### config.mk
export PLATFORM = sky130hd
export DESIGN_NAME = iss_read_sequencer
export DESIGN_NICKNAME = d
export VERILOG_FILES = /design/src/rtl/iss_read_sequencer.sv
export SDC_FILE = /design/constraint.sdc
export NUM_CORES = 1
export LEC_CHECK = 0
export ABC_CLOCK_PERIOD_IN_PS = 5930
export BUFFER_PORTS_ARGS = -buffer_cell sky130_fd_sc_hd__buf_2
export CORE_MARGIN = 10
export CORE_UTILIZATION = 25
export DETAILED_ROUTE_END_ITERATION = 12
export GPL_ROUTABILITY_DRIVEN = 0
export SYNTH_ARGS = -nofsm -noshare
export SYNTH_HDL_FRONTEND = slang
export SYNTH_SLANG_ARGS = --single-unit
### constraint.sdc
create_clock -name clk -period 5.93 [get_ports clk]
set_clock_uncertainty 0.15 [all_clocks]
set_input_delay 0.8895 -clock clk [delete_from_list [all_inputs] [get_ports clk]]
set_output_delay 0.8895 -clock clk [all_outputs]
set_load 0.01 [all_outputs]
### src/rtl/iss_read_sequencer.sv
// ISS gimbal angle readout sequencer: one X->Y->Z sweep per interrogate pulse,
// sharing a single resolver conversion resource through a req/ack handshake.
module iss_read_sequencer #(
    parameter int SETTLE  = 4,
    parameter int TIMEOUT = 64
) (
    input  logic        clk,
    input  logic        rst,
    input  logic        i_issihi,
    input  logic [2:0]  i_chan_en,
    input  logic        i_err_clr,
    input  logic        i_conv_ack,
    input  logic [15:0] i_conv_data,
    output logic        o_conv_req,
    output logic [1:0]  o_conv_sel,
    output logic [15:0] o_angle_x,
    output logic [15:0] o_angle_y,
    output logic [15:0] o_angle_z,
    output logic [2:0]  o_angle_valid,
    output logic        o_busy,
    output logic        o_done,
    output logic        o_overrun,
    output logic [2:0]  o_timeout_err
);

    typedef enum logic [1:0] {ST_IDLE, ST_SETTLE, ST_REQ, ST_NEXT} state_t;

    localparam logic [7:0] SETTLE_LAST  = 8'(SETTLE - 1);
    localparam logic [7:0] TIMEOUT_LAST = 8'(TIMEOUT - 1);

    state_t      r_state;
    state_t      w_state_next;
    logic        r_s1, r_s2, r_s3;
    logic [1:0]  r_fill;
    logic        r_armed;
    logic        w_trig;
    logic [7:0]  r_cnt;
    logic [2:0]  r_en;
    logic [1:0]  r_ch;
    logic [15:0] r_angle [3];
    logic [2:0]  r_valid;
    logic        r_done;
    logic        r_overrun;
    logic [2:0]  r_tmo;
    logic [2:0]  w_first;
    logic [2:0]  w_above;
    logic [2:0]  w_next;
    logic        w_ack_take;
    logic        w_tmo_hit;

    // {found, channel} of the lowest set bit
    function automatic logic [2:0] pick_lowest(input logic [2:0] m);
        if (m[0])      return 3'b100;
        else if (m[1]) return 3'b101;
        else if (m[2]) return 3'b110;
        else           return 3'b000;
    endfunction

    // A level already high when reset releases must not count as an edge:
    // arm only after the synchronizer has been observed low.
    always_ff @(posedge clk or posedge rst) begin
        if (rst) begin
            r_s1    <= 1'b0;
            r_s2    <= 1'b0;
            r_s3    <= 1'b0;
            r_fill  <= 2'd0;
            r_armed <= 1'b0;
        end else begin
            r_s1    <= i_issihi;
            r_s2    <= r_s1;
            r_s3    <= r_s2;
            r_fill  <= (r_fill == 2'd2) ? r_fill : r_fill + 2'd1;
            r_armed <= r_armed | ((r_fill == 2'd2) & ~r_s2);
        end
    end

    assign w_trig  = r_s2 & ~r_s3 & r_armed;
    assign w_first = pick_lowest(i_chan_en);
    assign w_above = (r_ch == 2'd0) ? (r_en & 3'b110) :
                     (r_ch == 2'd1) ? (r_en & 3'b100) : 3'b000;
    assign w_next  = pick_lowest(w_above);

    always_comb begin
        w_state_next = r_state;
        w_ack_take   = 1'b0;
        w_tmo_hit    = 1'b0;
        case (r_state)
            ST_IDLE:   if (w_trig && w_first[2]) w_state_next = ST_SETTLE;
            ST_SETTLE: if (r_cnt == SETTLE_LAST) w_state_next = ST_REQ;
            ST_REQ: begin
                // an ack arriving on the final allowed cycle still counts
                if (i_conv_ack) begin
                    w_ack_take   = 1'b1;
                    w_state_next = ST_NEXT;
                end else if (r_cnt == TIMEOUT_LAST) begin
                    w_tmo_hit    = 1'b1;
                    w_state_next = ST_NEXT;
                end
            end
            ST_NEXT:   w_state_next = w_next[2] ? ST_SETTLE : ST_IDLE;
            default:   w_state_next = ST_IDLE;
        endcase
    end

    always_ff @(posedge clk or posedge rst) begin
        if (rst) begin
            r_state <= ST_IDLE;
            r_cnt   <= 8'd0;
            r_en    <= 3'b000;
            r_ch    <= 2'd0;
        end else begin
            r_state <= w_state_next;
            r_cnt   <= (w_state_next != r_state || r_state == ST_IDLE) ? 8'd0 : r_cnt + 8'd1;
            if (r_state == ST_IDLE && w_trig && w_first[2]) begin
                r_en <= i_chan_en;
                r_ch <= w_first[1:0];
            end else if (r_state == ST_NEXT && w_next[2]) begin
                r_ch <= w_next[1:0];
            end
        end
    end

    always_ff @(posedge clk or posedge rst) begin
        if (rst) begin
            for (int i = 0; i < 3; i++) r_angle[i] <= 16'h0000;
            r_valid   <= 3'b000;
            r_done    <= 1'b0;
            r_overrun <= 1'b0;
            r_tmo     <= 3'b000;
        end else begin
            for (int i = 0; i < 3; i++)
                if (w_ack_take && r_ch == 2'(i)) r_angle[i] <= i_conv_data;
            r_valid   <= w_ack_take ? (3'b001 << r_ch) : 3'b000;
            r_done    <= (r_state == ST_NEXT) && !w_next[2];
            r_overrun <= (r_overrun & ~i_err_clr) | (w_trig && r_state != ST_IDLE);
            r_tmo     <= (r_tmo & {3{~i_err_clr}}) | (w_tmo_hit ? (3'b001 << r_ch) : 3'b000);
        end
    end

    assign o_conv_req    = (r_state == ST_REQ);
    assign o_conv_sel    = r_ch;
    assign o_angle_x     = r_angle[0];
    assign o_angle_y     = r_angle[1];
    assign o_angle_z     = r_angle[2];
    assign o_angle_valid = r_valid;
    assign o_busy        = (r_state != ST_IDLE);
    assign o_done        = r_done;
    assign o_overrun     = r_overrun;
    assign o_timeout_err = r_tmo;

endmodule

==> out/results.ini <==
[pwr]
p_leak_uw=0.002009
swShare_pct=30.25
p_per_area_nw_per_um2=470.0
power_frac_clock_pct=32.4
power.switching_uw=561.3
p_seq_share_pct=41.9
p_int_uw=1294
pwr-share-comb_pct=25.7
irDropWorstVdd_v=0.0001922

[yosys]
ys_top_cells_by_area=dfrtp_1 (62%), mux2_2 (18%), inv_1 (1.7%), o21ai_0 (1.3%), a21oi_1 (0.82%)
synth_area_leader_cell=dfrtp_1
synth.mux.area_fraction_pct=17.97
yosysWarnings=0
syn_avg_cell_area_um2=13.80
synth_cell_types=43
synth_seq_cells=76
seq_area_frac_synth_pct=62.09
syn_nets=248
synthAdderAreaFrac_pct=0.8170
synth_simple_gate_area_share_pct=8.007
synth_top_area_share_pct=62.09
synth_cells=222
synth_area_um2=3063
synthArstFlopShare_pct=100.0
synth_top_family_by_area=multiplexers
synth_compound_area_share_pct=6.454
synth_edf_count=0
synthTopCellsByCount=dfrtp_1 (76), mux2_2 (48), inv_1 (14)
ys.flop_type=dfrtp_1
yosysMostFrequentCell=dfrtp_1
synthXorXnorAreaFrac_pct=1.144

[critical_path]
rrSetupSlack_ps=3710
r2r_end=o_angle_y[15]
worst_ep_required_time_ps=4890
worstSetupStartpointType=flip-flop
path_class=reg2out
crit_fanout=9
crit_path_end_kind=primary output
crit_end=o_busy
r2r-start=r_state[0]
cp-startpoint=r_state[1]
r2r.worst_path.cells=3
arrival_ps=1380

[worst_hold_path]
hold_class=reg2reg

[global_routing]
grtUsageTotal_pct=8.555
grt_start_max_net_pins=77
antenna_found_initial=0
grt.overflow.total=0
grt_pass1_wl_um=11310
grt_pass1_vias=2219

[sta]
rsz0062_at_grt=false
setup_viol=0
slew_violations=0
fmax_mhz=413.3
post-route-min-period_ps=2419
timing.final.crit_share_pct=40.80
hold_violations=0
worstMarginPinSlew_ps=1021
maxSlewHeadroom_pct=31.88
finalSetupTns_ps=0

[routing]
routed_wl_um=7192
drc=0
via_per_inst=4.468
avgRoutedWirePerCell_um=15.57
drtIter0Drc=74
via_count=2064
ant_nets=0
drt_first_pass_iters=4

[clock_tree]
cts_sinks=76
cts_buffer_depth=2
htree_num_levels=3
cts_tree=built
cts_setup_buffers=0
cts_hold_buffers=0
cts_root_buffer=clkbuf_16
cts_buffers=9
insertion_delay_ps=330
cts_resized=0
clk_pin_slew_ps=60

[place]
port_buffers=83
dpl_cell_area_um2=3615
hpwl_um=5089

[floorplanning]
die_h_um=130.7
core_um2=12010
rows=40
dieArea_um2=17080
num_io_pins=84
die_w_um=130.7
start_util_pct=25.50

[layout]
drive_gt1_share_pct=48.57
synthToLayoutAreaGrowth_pct=28.88
nets=336
finalInstanceArea_um2=3948
fin_util_pct=32.86
num_antenna_cells=0

[outcome]
run_status=completed

[job]
max_cap_viol_count=0

-- power by group through the flow --
stage	clock network [µW]	registers, µW	logic, µW
global placement	0	780	482
global route	641	802	532
finish	600	778	477
floorplan	0	828	233
detailed placement	0	788	491
CTS	621	779	493
-- worst max-delay path: stages, from the launching register on --
cell and delay [ps]:
dfrtp_1 490, nor2_1 290, inv_1 110, buf_2 160
-- cells by family (layout without fill, tap and decap cells) --
logic type	Yosys count	count (layout)
mux	49	49
compound gates	30	30
fa+ha+maj	2	2
xor+xnor	4	4
simple gates	40	40
flops	76	76
buf+inv	21	114
-- worst min path at each step --
stage,startpoint,slack [ps],end,cells past startpoint
after CTS,r_s1,210,r_s2,0
after global placement,r_s1,190,r_s2,0
final,r_s1,200,r_s2,0
after global routing,r_s1,220,r_s2,0
after floorplan,r_s1,180,r_s2,0
after detailed placement,r_s1,190,r_s2,0
-- final cells by class --
class | count | area [µm²]
clock buffer | 10 | 239.0
timing repair buffer | 84 | 422.9
fill | 1232 | 8064
inverter | 14 | 52.55
multi-input combinational | 125 | 1054
clock inverter | 6 | 93.84
tap | 147 | 183.9
sequential | 76 | 1902
-- stage by stage --
step	total power, µW	cells	worst slack (ps)	hold WS, ps
global route	1975	462	3389	220.6
CTS	1894	462	3510	208.6
floorplan	1061	222	2952	181.2
global placement	1262	446	3238	189.7
finish	1855	462	3511	204.1
detailed placement	1279	446	3225	194.4
-- layout by cell type, fill, tap and decap left out, types with 2 or more instances in the layout --
cell type	Yosys	routed
a21oi_1	5	5
a22oi_1	3	3
and3_1	2	2
buf_2	2	83
bufinv_16	0	2
clkbuf_16	0	9
dfrtp_1	76	76
ha_1	2	2
inv_1	14	13
inv_6	0	2
mux2_2	48	48
nand2_1	4	4
nand2b_1	2	2
nand3_1	5	5
nand4_1	3	3
nor2_1	5	5
nor2_2	2	2
nor3_1	3	3
o21ai_0	8	8
o22ai_1	4	4
o311ai_0	2	2
or3_1	4	4
xnor2_1	2	2
xor2_1	2	2
-- state kept, by name, indices dropped and copies added, names as in the netlist --
register / count
o_angle_valid: 3
o_angle_x: 16
o_angle_y: 16
o_angle_z: 16
o_conv_sel: 2
o_done: 1
o_overrun: 1
o_timeout_err: 3
r_armed: 1
r_cnt: 8
r_en: 2
r_fill: 2
r_s1: 1
r_s2: 1
r_s3: 1
r_state: 2
-- metal layers --
layer	wire length [µm]	GRT usage, %
met1	2982	9.379
met2	3455	14.18
met3	658	3.989
met4	96	3.205
met5	0	0
No activity file was read; power rests on OpenSTA's default activity.
